--- src/rtl/mem_arb_pkg.sv ---
// Shared types and defaults for the unified instruction/data memory port arbiter.
package mem_arb_pkg;

   localparam int DEF_AW   = 32;
   localparam int DEF_DW   = 32;
   localparam int STARVE_W = 3;

   typedef enum logic [1:0] {
      IDLE,
      WAIT_F,
      WAIT_D
   } arb_state_t;

   typedef enum logic [1:0] {
      NONE,
      FETCH,
      DATA
   } owner_t;

endpackage

--- src/rtl/arb_rsp_reg.sv ---
// Captures the memory response and replays it as a one-cycle rvalid pulse to
// whichever requester owns the in-flight transaction.
module arb_rsp_reg
   import mem_arb_pkg::*;
#(
   parameter int DW = DEF_DW
) (
   input  logic          CLK,
   input  logic          RESET,
   input  logic          rsp_fire,
   input  owner_t        owner,
   input  logic          is_store,
   input  logic [DW-1:0] mem_rdata,
   output logic          f_rvalid,
   output logic [DW-1:0] f_rdata,
   output logic          d_rvalid,
   output logic [DW-1:0] d_rdata
);

   always_ff @(posedge CLK) begin
      if (RESET) begin
         f_rvalid <= 1'b0;
         f_rdata  <= '0;
         d_rvalid <= 1'b0;
         d_rdata  <= '0;
      end else begin
         f_rvalid <= rsp_fire && (owner == FETCH);
         d_rvalid <= rsp_fire && (owner == DATA);
         if (rsp_fire && (owner == FETCH))
            f_rdata <= mem_rdata;
         // Stores are acknowledged with zero data, whatever the memory returns.
         if (rsp_fire && (owner == DATA))
            d_rdata <= is_store ? '0 : mem_rdata;
      end
   end

endmodule

--- src/rtl/mem_port_arbiter.sv ---
// Arbitrates fetch and LSU access to one single-port memory, one transaction in flight.
// Optional fetch starvation guard enabled by defining ARB_STARVE_GUARD_EN.
module mem_port_arbiter
   import mem_arb_pkg::*;
#(
   parameter int AW         = DEF_AW,
   parameter int DW         = DEF_DW,
   parameter int STARVE_MAX = 4
) (
   input  logic            CLK,
   input  logic            RESET,
   input  logic            f_req,
   input  logic [AW-1:0]   f_addr,
   output logic            f_gnt,
   output logic            f_rvalid,
   output logic [DW-1:0]   f_rdata,
   output logic            fetch_stall,
   input  logic            d_req,
   input  logic            d_we,
   input  logic [AW-1:0]   d_addr,
   input  logic [DW-1:0]   d_wdata,
   input  logic [DW/8-1:0] d_be,
   output logic            d_gnt,
   output logic            d_rvalid,
   output logic [DW-1:0]   d_rdata,
   output logic            mem_req,
   output logic            mem_we,
   output logic [AW-1:0]   mem_addr,
   output logic [DW-1:0]   mem_wdata,
   output logic [DW/8-1:0] mem_be,
   input  logic            mem_rvalid,
   input  logic [DW-1:0]   mem_rdata,
   output logic            err_spurious
);

   arb_state_t state, state_nx;
   owner_t     owner;
   logic       d_store;
   logic       rsp_fire;
   logic       fetch_win;

`ifdef ARB_STARVE_GUARD_EN
   logic [STARVE_W-1:0] starve_cnt;

   always_ff @(posedge CLK) begin
      if (RESET || f_gnt)
         starve_cnt <= '0;
      else if (d_gnt && f_req && (starve_cnt != '1))
         starve_cnt <= starve_cnt + 1'b1;
   end

   assign fetch_win = f_req && d_req && (starve_cnt == STARVE_W'(STARVE_MAX));
`else
   assign fetch_win = 1'b0;
`endif

   assign rsp_fire = mem_rvalid && (state != IDLE);

   // NOTE: every output of this block gets a default first, so no path can infer a latch.
   always_comb begin
      state_nx  = state;
      f_gnt     = 1'b0;
      d_gnt     = 1'b0;
      mem_req   = 1'b0;
      mem_we    = 1'b0;
      mem_addr  = '0;
      mem_wdata = '0;
      mem_be    = '0;
      case (state)
         IDLE: begin
            // A grant during reset would launch a transaction the FSM then forgets.
            if (!RESET) begin
               if (d_req && !fetch_win) begin
                  d_gnt     = 1'b1;
                  mem_req   = 1'b1;
                  mem_we    = d_we;
                  mem_addr  = d_addr;
                  mem_wdata = d_wdata;
                  mem_be    = d_be;
                  state_nx  = WAIT_D;
               end else if (f_req) begin
                  f_gnt    = 1'b1;
                  mem_req  = 1'b1;
                  mem_addr = f_addr;
                  mem_be   = '1;
                  state_nx = WAIT_F;
               end
            end
         end
         WAIT_F, WAIT_D: begin
            if (mem_rvalid)
               state_nx = IDLE;
         end
         default: state_nx = IDLE;
      endcase
   end

   always_ff @(posedge CLK) begin
      if (RESET) begin
         state        <= IDLE;
         owner        <= NONE;
         d_store      <= 1'b0;
         err_spurious <= 1'b0;
      end else begin
         state <= state_nx;
         if (d_gnt) begin
            owner   <= DATA;
            d_store <= d_we;
         end else if (f_gnt) begin
            owner <= FETCH;
         end else if (rsp_fire) begin
            owner <= NONE;
         end
         if (mem_rvalid && (state == IDLE))
            err_spurious <= 1'b1;
      end
   end

   arb_rsp_reg #(.DW(DW)) u_rsp_reg (
      .CLK       (CLK),
      .RESET     (RESET),
      .rsp_fire  (rsp_fire),
      .owner     (owner),
      .is_store  (d_store),
      .mem_rdata (mem_rdata),
      .f_rvalid  (f_rvalid),
      .f_rdata   (f_rdata),
      .d_rvalid  (d_rvalid),
      .d_rdata   (d_rdata)
   );

   // The instruction word is still being delivered in the rvalid cycle, so IP holds there too.
   assign fetch_stall = (f_req && !f_gnt) || (state == WAIT_F) || f_rvalid;

endmodule

--- config.mk ---
export PLATFORM = sky130hd
export DESIGN_NAME = mem_port_arbiter
export DESIGN_NICKNAME = d
export VERILOG_FILES = /design/src/rtl/mem_arb_pkg.sv /design/src/rtl/arb_rsp_reg.sv /design/src/rtl/mem_port_arbiter.sv
export SDC_FILE = /design/constraint.sdc
export NUM_CORES = 1
export LEC_CHECK = 0
export BUFFER_PORTS_ARGS = -buffer_cell sky130_fd_sc_hd__buf_2
export CELL_PAD_IN_SITES_DETAIL_PLACEMENT = 2
export CELL_PAD_IN_SITES_GLOBAL_PLACEMENT = 2
export CORE_ASPECT_RATIO = 1.5
export CORE_MARGIN = 4
export CORE_UTILIZATION = 20
export DETAILED_ROUTE_END_ITERATION = 10
export GPL_ROUTABILITY_DRIVEN = 0
export PLACE_DENSITY = 0.88
export SLEW_MARGIN = 0
export SYNTH_ARGS = -nofsm -noshare
export SYNTH_HDL_FRONTEND = slang
export SYNTH_SLANG_ARGS = --single-unit
--- constraint.sdc ---
create_clock -name CLK -period 3.45 [get_ports CLK]
set_input_delay 0.69 -clock CLK [delete_from_list [all_inputs] [get_ports CLK]]
set_output_delay 0.69 -clock CLK [all_outputs]
set_load 0.03 [all_outputs]
==> summary.md, run 1 <==
| Metric | Value |
|---|---|
| Final Core Density | roughly 33% |
| VDD IR-drop max | 0.000201 V |
| Buffer and inverter count on the worst path | 3 |
| Count of cell types in the netlist | 28 |
| Slew HR | 43.7% |
| # port buffers | 277 |
| Clock Latency Late Sink | between 0.3 and 0.4 ns |
| Bufs on Longest Clock Path | 2 |
| Num CTS Buffers | 9 |
| Core box area | 0.0152 mm2 |
| CTS tree | built |
| Kind of start point of the critical path | flop |
| Vias in the first global route | 4,154 |
| Drt pass-1 iters | 4 |
| Most frequent cells in the layout | buf_2 (277), dfxtp_1 (72), nand2_1 (66) |
| Placed cells | 799 |
| Yosys warning count | 0 |
| CTS clk-pin slew, worst paths | roughly 0.060 ns |
| Starting Density | 20.4% |
| Non-filler cells, final | between 800 and 900 |
| Number of clock sinks | 72 |
| Outcome | complete, no violations |
| Die Span X | 110 um |
| Clk_skew | 0.0110 ns |
| Final Net Count | about 750 |
| GRT Residual Overflow | 0 |
| Commonest non-fill, non-tap cell in the layout | buf_2 |
| Cell Pwr Density | 472 mW/mm2 |
| Leak | 2.60 nW |
| Initial DRC count | 133 |
| Area Growth Syn to Fin | 59.8% |
| Final setup vio count | 0 |
| Crit end category | output pin |
| WS Path Type | reg -> out |
| Max_cap viols | 0 |
| #FFs+latches synth | 72 |
| WHS | 0.461 ns |
| Met1 Use GR | 23.7% |
| Hold-fix buffers, CTS | 0 |
| Met3 Usage GRT | 9.85% |
| CP Max Fanout | 24 |
| Setup WS post-layout | ~0.27 ns |
| Mapped cell area | 0.00311 mm2 |
| CP required | 2.76 ns |
| Top Usage Layer GRT | met2 |
| Avg Inst Size Synth | 9.01 um2 |
| Full die area | roughly 0.018 mm2 |
| Routed Antenna Nets | 0 |
| Initial antenna violation count | 0 |
| CTS root buf | clkbuf_16 |
| Post-CTS Resized | 0 |
| Worst hold path type | reg -> reg |
| Wire per inst | around 23 um |
| Final worst-path cycle share | just over 90% |
| Sequential share of the synthesized area | a little under half |
| First-pass GRT wire length | approximately 27,000 um |
| Delay-heaviest family, CP | simple AND/OR/NAND/NOR gates |
| M2 GR Usage | around 36% |
| Crit path max-delay cell type | ha_1 |
| Max incr delay on CP | 0.39 ns |
| Die Y | 161 um |
| Final wirelength | around 19,000 um |
| Post-route DRC | 0 |
| Share of cells above drive strength 1 | 55.0% |
| Fin. Hold Viols | 0 |
| # diodes | 0 |
| Number of setup buffers added after CTS | 0 |
| Crit path DAT | around 2.5 ns |
| Pre-CTS WS | 0.613 ns |
| DR vias/cell | 4.63 |
| Crit-path cells | inv_1, ha_1, nor2b_1, and3_1, buf_4, a22o_1, buf_2 |
| Syn nets | 485 |
| Tmin final | 3.18 ns |
| DR vias | 3,777 |
| I/O Pins | 278 |
| Hpwl dp | 15,700 um |
| Pins over their slew limit | 0 |
| Least-Margin Pin Slew | 0.844 ns |
| Max H-tree Level | 3 |
| # rows | 55 |
| Largest net degree at the start of global routing | 40 |
| F_max | 314 MHz |
| Cells after Synth | 345 |
| RSZ-0062 raised after global routing | false |
| Fill count | approximately 1,800 |
| All-layer global routing usage | 21.0% |
| Setup_tns | 0 ns |
tightest hold or removal path, cell delays in order (launching register included):
cell and delay [ns]:
dfxtp_1 0.31, nand2_1 0.05, a21oi_1 0.05
metrics by stage:
stage / power [mW] / area [um2]
2_1_floorplan: 1.16 / 3110
3_3_place_gp: 1.38 / 4650
3_5_place_dp: 1.39 / 4650
4_1_cts: 2.39 / 4970
5_1_grt: 2.46 / 4970
6_report: 2.34 / 4970
worst paths after layout:
| check | from | to | slack, ns | depth (start not counted) |
|---|---|---|---|---|
| setup / recovery | state[1] | mem_addr[0] | 0.27 | 7 |
| hold reg to reg | u_rsp_reg.f_rdata[5] | u_rsp_reg.f_rdata[5] | 0.46 | 2 |
| hold / removal | u_rsp_reg.f_rdata[5] | u_rsp_reg.f_rdata[5] | 0.46 | 2 |
| setup reg to reg | state[0] | u_rsp_reg.f_rdata[17] | 1.34 | 5 |
cells in the mapped netlist, drive strengths merged:
| master | count | area share [%] |
|---|---|---|
| or3b | 1 | 0.36 |
| and2 | 33 | 6.6 |
| nand4bb | 1 | 0.36 |
| dfxtp | 72 | 46 |
| buf | 18 | 3.7 |
| nand3 | 1 | 0.16 |
| clkbuf | 13 | 1.6 |
| a31o | 1 | 0.28 |
| a21oi | 41 | 6.6 |
| and3 | 1 | 0.20 |
| nor3 | 2 | 0.68 |
| o211ai | 1 | 0.24 |
| nand2b | 2 | 0.64 |
| o31a | 1 | 0.28 |
| nand2 | 66 | 8.0 |
| and3b | 1 | 0.28 |
| and4bb | 1 | 0.40 |
| nor2b | 3 | 0.60 |
| nor2 | 6 | 0.72 |
| a22o | 64 | 19 |
| ha | 2 | 0.80 |
| o21ai | 4 | 0.64 |
| inv | 10 | 1.2 |
registers in the layout, indices dropped and copies added (netlist names):
name and count:
u_rsp_reg.d_rdata 32, state 2, u_rsp_reg.f_rdata 32, owner 2, u_rsp_reg.f_rvalid 1, d_store 1, err_spurious 1, u_rsp_reg.d_rvalid 1
area by class of cell:
class,instances,area (um2),area share [%]
Inverter,10,37.5,0.756
Tap cell,199,249,5.01
Multi-Input combinational cell,232,1470,29.6
Clock inverter,6,75.1,1.51
Sequential cell,72,1440,29.0
Clock buffer,10,239,4.81
Timing Repair Buffer,286,1450,29.3
routing by layer:
| metal | wire length (um) | vias to the layer above |
|---|---|---|
| met5 | 0 | - |
| met4 | 171 | 0 |
| met3 | 2390 | 11 |
| met2 | 9170 | 212 |
| met1 | 7390 | 1827 |
| li1 | - | 1727 |
logic make-up after synthesis:
logic type      synth area share, %
compound gates                 27.3
fa+ha+maj                     0.805
buf+inv                        6.52
flops                          46.4
simple gates                   19.0
where the power goes:
group	leakage (nW)	total [mW]	switching [mW]	internal [mW]
sequential	0.582	0.863	0.0127	0.850
clock	0.151	0.981	0.390	0.590
combinational	1.87	0.501	0.329	0.172
Power figures use the tool's default switching activity.
==> run 2, diff against run 1 <==
--- a/config.mk
+++ b/config.mk
@@ -5,15 +5,16 @@
 export SDC_FILE = /design/constraint.sdc
 export NUM_CORES = 1
 export LEC_CHECK = 0
+export ABC_AREA = 1
 export BUFFER_PORTS_ARGS = -buffer_cell sky130_fd_sc_hd__buf_2
 export CELL_PAD_IN_SITES_DETAIL_PLACEMENT = 2
 export CELL_PAD_IN_SITES_GLOBAL_PLACEMENT = 2
 export CORE_ASPECT_RATIO = 1.5
-export CORE_MARGIN = 4
-export CORE_UTILIZATION = 20
+export CORE_MARGIN = 1.5
+export CORE_UTILIZATION = 19
 export DETAILED_ROUTE_END_ITERATION = 10
 export GPL_ROUTABILITY_DRIVEN = 0
-export PLACE_DENSITY = 0.88
+export PLACE_DENSITY = 0.87
 export SLEW_MARGIN = 0
 export SYNTH_ARGS = -nofsm -noshare
 export SYNTH_HDL_FRONTEND = slang
==> run 2 against run 1 <==
Sequential cell count is the same. Cell count rose by 34%. Die area increased by 10%. First-iteration DRC count shrank 36%.
==> summary.md, run 2 <==
| Metric | Value |
|---|---|
| Clk_skew | 0.00940 ns (-0.00155 ns) |
| Largest net degree at the start of global routing | 42 (+5.0%) |
| CTS clk-pin slew, worst paths | 0.06 ns (about the same) |
| Cells after Synth | 576 (+67%) |
| Avg Inst Size Synth | 6.15 um2 (-32%) |
| I/O Pins | 278 (unchanged) |
| Least-Margin Pin Slew | 1.29 ns (+0.442 ns) |
| Max_cap viols | 0 (unchanged) |
| Area of the multi-input gates | 0.00164 mm2 (+11%) |
| Commonest non-fill, non-tap cell in the layout | buf_2 |
| Most frequent cell after synthesis | nand2_1 |
| Clock power share | 40.4% (-1.4 points) |
| Synth area leaders | dfxtp_1 (41%), nand2_1 (18%), nor2_1 (15%) |
| Num CTS Buffers | 9 (unchanged) |
| Worst hold path type | reg -> reg |
| Int Power | 1.51 mW (-6.4%) |
| Kind of start point of the critical path | flop |
| F_max | 341 MHz (+8.7%) |
| Post-route DRC | 0 (unchanged) |
| Most frequent cells in the layout | buf_2 (277), nand2_1 (171), nor2_1 (141) |
| Leak | 3.32 nW (+27%) |
| Final Net Count | 978 (+30%) |
| Crit-path cells | inv_1, ha_1, nand3_2, inv_2, nand2_1, inv_1, buf_2 |
| Share of cells above drive strength 1 | 36.7% (-18 points) |
| Post-CTS Resized | 0 (unchanged) |
| Asr flop ratio synth | 0% (unchanged) |
| Buffer and inverter count on the worst path | 4 (+1) |
| Drt pass-1 iters | 4 (unchanged) |
| Max H-tree Level | 3 (unchanged) |
| Tmin final | 2.93 ns (-0.256 ns) |
| CTS tree | built |
| CP Max Fanout | 36 (+50%) |
| Starting Density | 19.3% (-1.2 points) |
| Cell Pwr Density | 420 mW/mm2 (-11%) |
| Bufs on Longest Clock Path | 2 (unchanged) |
| RSZ-0062 raised after global routing | false |
| Post-synth EDFFs | 0 (unchanged) |
| Number of setup buffers added after CTS | 0 (unchanged) |
| CTS root buf | clkbuf_16 |
| Post-synth top cells | nand2_1 (171), nor2_1 (141), inv_1 (73) |
| Outcome | complete, no violations |
| Wire length on met3 | 1110 um (-53%) |
| Crit path DAT | 2.24 ns (-0.25 ns) |
| Placed cell area | 0.00512 mm2 (+10%) |
| Clock Latency Late Sink | 0.34 ns (about the same) |
| Pins over their slew limit | 0 (unchanged) |
| Yosys warning count | 0 (unchanged) |
| Area Growth Syn to Fin | 52.7% |
| GRT Residual Overflow | 0 (unchanged) |
| Met2 WL | 9520 um (+3.8%) |
| Reg power frac | 38.0% (+1.2 points) |
| Die Span X | 115 um (+4.3%) |
| Crit end category | output pin |
| Full die area | 0.0195 mm2 (+10%) |
| All-layer global routing usage | 17.4% (-3.5 points) |
| Crit path max-delay cell type | inv_2 |
| #FFs+latches synth | 72 (unchanged) |
| Sequential share of the synthesized area | 40.7% (-5.7 points) |
| Initial DRC count | 85 (-36%) |
| Max incr delay on CP | 0.46 ns (+0.07 ns) |
| DR vias/cell | 4.25 (-8.4%) |
| Final setup vio count | 0 (unchanged) |
| Core box area | 0.0184 mm2 (+21%) |
| Post-route cell area | 0.00541 mm2 (+8.9%) |
| Switching pwr | 0.764 mW (+4.3%) |
| Mapped cell area | 0.00354 mm2 (+14%) |
| Fin. Hold Viols | 0 (unchanged) |
| Count of cell types in the netlist | 20 (-29%) |
| Number of clock sinks | 72 (unchanged) |
| Setup_tns | 0 ns (unchanged) |
| Final worst-path cycle share | 84.9% (-7.4 points) |
| Sequential cell area | 0.00144 mm2 (unchanged) |
| # rows | 61 (+11%) |
| # port buffers | 277 (unchanged) |
| DR vias | 4,655 (+23%) |
| Fill count | 2,320 (+27%) |
| Delay-heaviest family, CP | buffers and inverters |
| Die Y | 170 um (+5.9%) |
| Gate power share | 21.5% (about the same) |
| Yosys top cell area share | 40.7% (-5.7 points) |
| CP required | 2.76 ns (about the same) |
| Vias in the first global route | 4,863 (+17%) |
| Largest registers | u_rsp_reg.d_rdata: 32 flops, u_rsp_reg.f_rdata: 32 flops |
| Hpwl dp | 13,600 um (-13%) |
| Syn nets | 716 (+48%) |
| Hold-fix buffers, CTS | 0 (unchanged) |
| Post-synth top area cell | dfxtp_1 |
| Top Metal Used | met4 |
| VDD IR-drop max | 0.000173 V (-14%) |
| Sw frac | 33.6% (+2.4 points) |
| Wire per inst | 15.8 um (-33%) |
| Slew HR | 14.2% (-30 points) |
| Met1 wire length | 6160 um (-17%) |
| Most frequent CP cell | inv_1 |
| Routed Antenna Nets | 0 (unchanged) |
| Ys flop type | dfxtp_1 |
| First-pass GRT wire length | 26,100 um (-3.3%) |
| Initial antenna violation count | 1 (+1) |
| Final wirelength | 17,300 um (-9.7%) |
| WS Path Type | reg -> out |
run 2: cell types whose count changed in the layout (fill, tap and decap cells not counted), sizes merged, moves of 33 or more:
cell,change
a21oi,-36
a22o,-64
and2,-33
inv,+65
nand2,+106
nand3,+36
nor2,+139
run 2: power by group through the flow:
stage / sequential (mW) / combinational, mW / clock, mW
after global routing: 0.868 / 0.537 / 0.985
after detailed placement: 0.884 / 0.498 / 0
after global placement: 0.883 / 0.481 / 0
after CTS: 0.865 / 0.499 / 0.957
final: 0.865 / 0.489 / 0.919
after floorplan: 0.916 / 0.263 / 0
run 2: metal layers:
| layer | track usage (%) | vias up |
|---|---|---|
| met2 | 34.5 | 169 |
| li1 | - | 2236 |
| met5 | 0 | - |
| met1 | 17.3 | 2224 |
| met3 | 3.88 | 26 |
| met4 | 6.41 | 0 |
run 2: worst paths after layout:
| path | start | endpoint | slack, ns | cells after the start |
|---|---|---|---|---|
| worst max-delay path | state[1] | mem_we | 0.52 | 7 |
| worst min-delay path | state[1] | state[1] | 0.47 | 2 |
| worst max register to register | state[0] | u_rsp_reg.f_rdata[11] | 1.18 | 7 |
| worst min register to register | state[1] | state[1] | 0.47 | 2 |
run 2: area by class of cell:
| class | instances | share of cell area, % |
|---|---|---|
| Antenna cell | 1 | 0.0462 |
| Multi-Input combinational cell | 396 | 30.3 |
| Sequential cell | 72 | 26.6 |
| Timing Repair Buffer | 284 | 26.6 |
| Tap cell | 252 | 5.83 |
| Inverter | 75 | 5.20 |
| Clock inverter | 7 | 1.23 |
| Clock buffer | 9 | 4.16 |
run 2: worst min-delay path, delay by kind of cell, from the launching register on:
family	cells	cell delay (ns)
DFF	1	0.31
AOI/OAI and AO/OA	1	0.05
and+or+nand+nor	1	0.06
run 2: cell families (layout without fill, tap and decap cells):
family	count (synthesis)	count (layout)	synth area share, %
other	0	1	0
AO/OA/AOI/OAI	39	39	5.54
AND/OR/NAND/NOR	355	355	40.0
adder cells (fa/ha/maj)	2	2	0.706
buffers and inverters	108	375	13.0
flip-flops	72	72	40.7
run 2: metrics by stage:
| step | worst slack (ns) | hold slack (ns) | util [%] | std cells | total power, mW |
|---|---|---|---|---|---|
| after floorplan | 1.11 | 0.433 | - | 576 | 1.18 |
| after global placement | 0.683 | 0.451 | 27.8 | 1079 | 1.36 |
| after detailed placement | 0.655 | 0.463 | 27.8 | 1079 | 1.38 |
| after CTS | 0.494 | 0.472 | 29.4 | 1095 | 2.32 |
| after global routing | 0.313 | 0.489 | 29.4 | 1096 | 2.39 |
| final | 0.521 | 0.468 | 29.4 | 1096 | 2.27 |
==> run 3, diff against run 2 <==
--- a/config.mk
+++ b/config.mk
@@ -11,10 +11,10 @@
 export CELL_PAD_IN_SITES_GLOBAL_PLACEMENT = 2
 export CORE_ASPECT_RATIO = 1.5
 export CORE_MARGIN = 1.5
-export CORE_UTILIZATION = 19
+export CORE_UTILIZATION = 16
 export DETAILED_ROUTE_END_ITERATION = 10
 export GPL_ROUTABILITY_DRIVEN = 0
-export PLACE_DENSITY = 0.87
+export PLACE_DENSITY = 0.79
 export SLEW_MARGIN = 0
 export SYNTH_ARGS = -nofsm -noshare
 export SYNTH_HDL_FRONTEND = slang
==> constraint.sdc (replaced) <==
create_clock -name CLK -period 2.5 [get_ports CLK]
set_input_delay 0.5 -clock CLK [delete_from_list [all_inputs] [get_ports CLK]]
set_output_delay 0.5 -clock CLK [all_outputs]
set_load 0.03 [all_outputs]
==> run 3 against run 2 <==
Utilization shrank 3.9 points. Register-to-register slack got worse by 0.42 ns. Sequential power increased by 38%. Worst setup slack got worse by 0.31 ns. Clock skew fell by 0.0029 ns. First-iteration DRC count is 59% higher. Design area increased by 2.4%. Largest cell class unchanged.
==> summary.md, run 3 (same netlist as run 2, synthesis figures left out) <==
| Metric | Value |
|---|---|
| Outcome | complete, no violations |
| Leak | 3.35 nW (+1.2%) |
| Tmin final | 2.29 ns |
| Slew HR | 69.9% (+56 points) |
| Crit path DAT | 1.79 ns (-0.45 ns) |
| CTS clk-pin slew, worst paths | 0.07 ns (about the same) |
| Clock Latency Late Sink | 0.34 ns (about the same) |
| Hpwl dp | 13,500 um (-0.81%) |
| Share of cells above drive strength 1 | 37.0% (+0.34 points) |
| Max_cap viols | 0 (unchanged) |
| VDD IR-drop max | 0.000348 V (+100%) |
| Clock power share | 42.8% (+2.4 points) |
| Number of clock sinks | 72 (unchanged) |
| Clk_skew | 0.00649 ns (-0.00291 ns) |
| Non-filler cells, final | 1,119 (+2.1%) |
| Crit-path cells | inv_1, ha_4, nand2_2, nor2_4, buf_12, nor2_2, nor2_1, buf_2 |
| Int Power | 2.28 mW (+51%) |
| Max incr delay on CP | 0.32 ns (-0.14 ns) |
| Placed cells | 1,102 (+2.1%) |
| CTS tree | built |
| Final wirelength | 17,200 um (-0.17%) |
| GRT Residual Overflow | 0 (unchanged) |
| # rows | 66 (+8.2%) |
| Fill count | 2,724 (+17%) |
| CP required | 2.00 ns (-0.76 ns) |
| Pre-CTS WS | 0.346 ns (-0.308 ns) |
| Crit end category | output pin |
| DR vias | 4,620 (-0.75%) |
| Cell Pwr Density | 595 mW/mm2 (+42%) |
| Final worst-path cycle share | 91.4% |
| Max H-tree Level | 3 (unchanged) |
| Full die area | 0.0231 mm2 (+18%) |
| Reg power frac | 36.3% (-1.7 points) |
| F_max | 437 MHz |
| Placed cell area | 0.00520 mm2 (+1.7%) |
| Setup WS post-layout | 0.214 ns (-0.307 ns) |
| Sw frac | 30.9% (-2.7 points) |
| All-layer global routing usage | 15.1% (-2.4 points) |
| Final setup vio count | 0 (unchanged) |
| Initial DRC count | 135 (+59%) |
| Final Net Count | 981 (+0.31%) |
| Bufs on Longest Clock Path | 2 (unchanged) |
| Post-route cell area | 0.00554 mm2 (+2.4%) |
| Wire per inst | 15.4 um (-2.2%) |
| Post-route DRC | 0 (unchanged) |
| RSZ-0062 raised after global routing | false |
| Sequential cell area | 0.00144 mm2 (unchanged) |
| Area Growth Syn to Fin | 56.3% |
| Worst hold path type | in -> reg |
| CTS root buf | clkbuf_16 |
| Fin. Hold Viols | 0 (unchanged) |
| Drt pass-1 iters | 4 (unchanged) |
| Switching pwr | 1.02 mW (+33%) |
| WS Path Type | reg -> out |
| Kind of start point of the critical path | flop |
| Area of the multi-input gates | 0.00165 mm2 (+0.76%) |
| Core box area | 0.0217 mm2 (+18%) |
| First-pass GRT wire length | 26,800 um (+3.0%) |
| Initial antenna violation count | 1 (unchanged) |
| Commonest non-fill, non-tap cell in the layout | buf_2 |
| CP Max Fanout | 35 (-2.8%) |
| Power Total | 3.29 mW (+45%) |
| Routed Antenna Nets | 0 (unchanged) |
| DR vias/cell | 4.13 (-2.8%) |
| Hold-fix buffers, CTS | 0 (unchanged) |
| Num CTS Buffers | 9 (unchanged) |
| Die Y | 185 um (+8.8%) |
| Vias in the first global route | 4,953 (+1.9%) |
| Largest net degree at the start of global routing | 44 (+4.8%) |
| Starting Density | 16.3% (-2.9 points) |
| Crit path max-delay cell type | dfxtp_1 |
| # port buffers | 277 (unchanged) |
| I/O Pins | 278 (unchanged) |
| Most frequent cells in the layout | buf_2 (277), nand2_1 (171), nor2_1 (141) |
| Setup_tns | 0 ns (unchanged) |
| Die Span X | 125 um (+8.7%) |
| Gate power share | 20.9% (-0.6 points) |
| Pins over their slew limit | 0 (unchanged) |
| Largest registers | u_rsp_reg.d_rdata: 32 flops, u_rsp_reg.f_rdata: 32 flops |
| Least-Margin Pin Slew | 0.451 ns (-0.835 ns) |
run 3: power by group through the flow:
stage               registers (mW)  clock network [mW]  logic [mW]
floorplan                     1.26                   0       0.363
global placement              1.22                   0       0.685
detailed placement            1.22                   0       0.699
CTS                           1.19                1.48       0.703
global route                  1.20                1.51       0.761
finish                        1.19                1.41       0.688
run 3: final cells by class:
cell class	instances	share of cell area (%)
antenna	1	0.0452
clock buffer	9	4.07
clock inverter	7	1.74
inverter	75	5.08
multi-input combinational	396	29.8
sequential	72	26.0
tap	272	6.14
timing repair buffer	287	27.1
run 3: stage by stage:
step           util, %  hold WS, ns
4_1_cts           25.4        0.418
2_1_floorplan        -        0.433
3_3_place_gp      24.0        0.455
3_5_place_dp      24.0        0.466
6_report          25.5        0.436
5_1_grt           25.5        0.445
run 3: worst max-delay path, delay by kind of cell, from the launching register on:
kind                       cells  cell delay (ns)
buffers and inverters          3             0.51
DFF                            1             0.32
adders and majority gates      1             0.21
and+or+nand+nor                4             0.42
run 3: worst paths after layout:
check | from | end | slack [ns] | cells past startpoint
setup reg to reg | state[0] | u_rsp_reg.f_rdata[22] | 0.76 | 8
hold / removal | mem_rdata[10] | u_rsp_reg.f_rdata[10] | 0.44 | 3
setup / recovery | state[1] | mem_be[3] | 0.21 | 8
hold reg to reg | u_rsp_reg.d_rdata[20] | u_rsp_reg.d_rdata[20] | 0.47 | 2
run 3: routing by layer:
| layer | track usage [%] | up-vias | routed length [um] |
|---|---|---|---|
| met5 | 0 | - | 0 |
| met4 | 5.52 | 0 | 417 |
| met3 | 4.48 | 22 | 1190 |
| met2 | 30.4 | 199 | 9610 |
| met1 | 14.1 | 2156 | 6020 |
| li1 | - | 2243 | - |
run 3: timing repair:
action | in CTS | in global routing
setup buffers | 0 | 0
setup endpoints to repair | 5 | 5
endpoints found under the hold margin | 0 | 0
resized for setup | 1 | 1
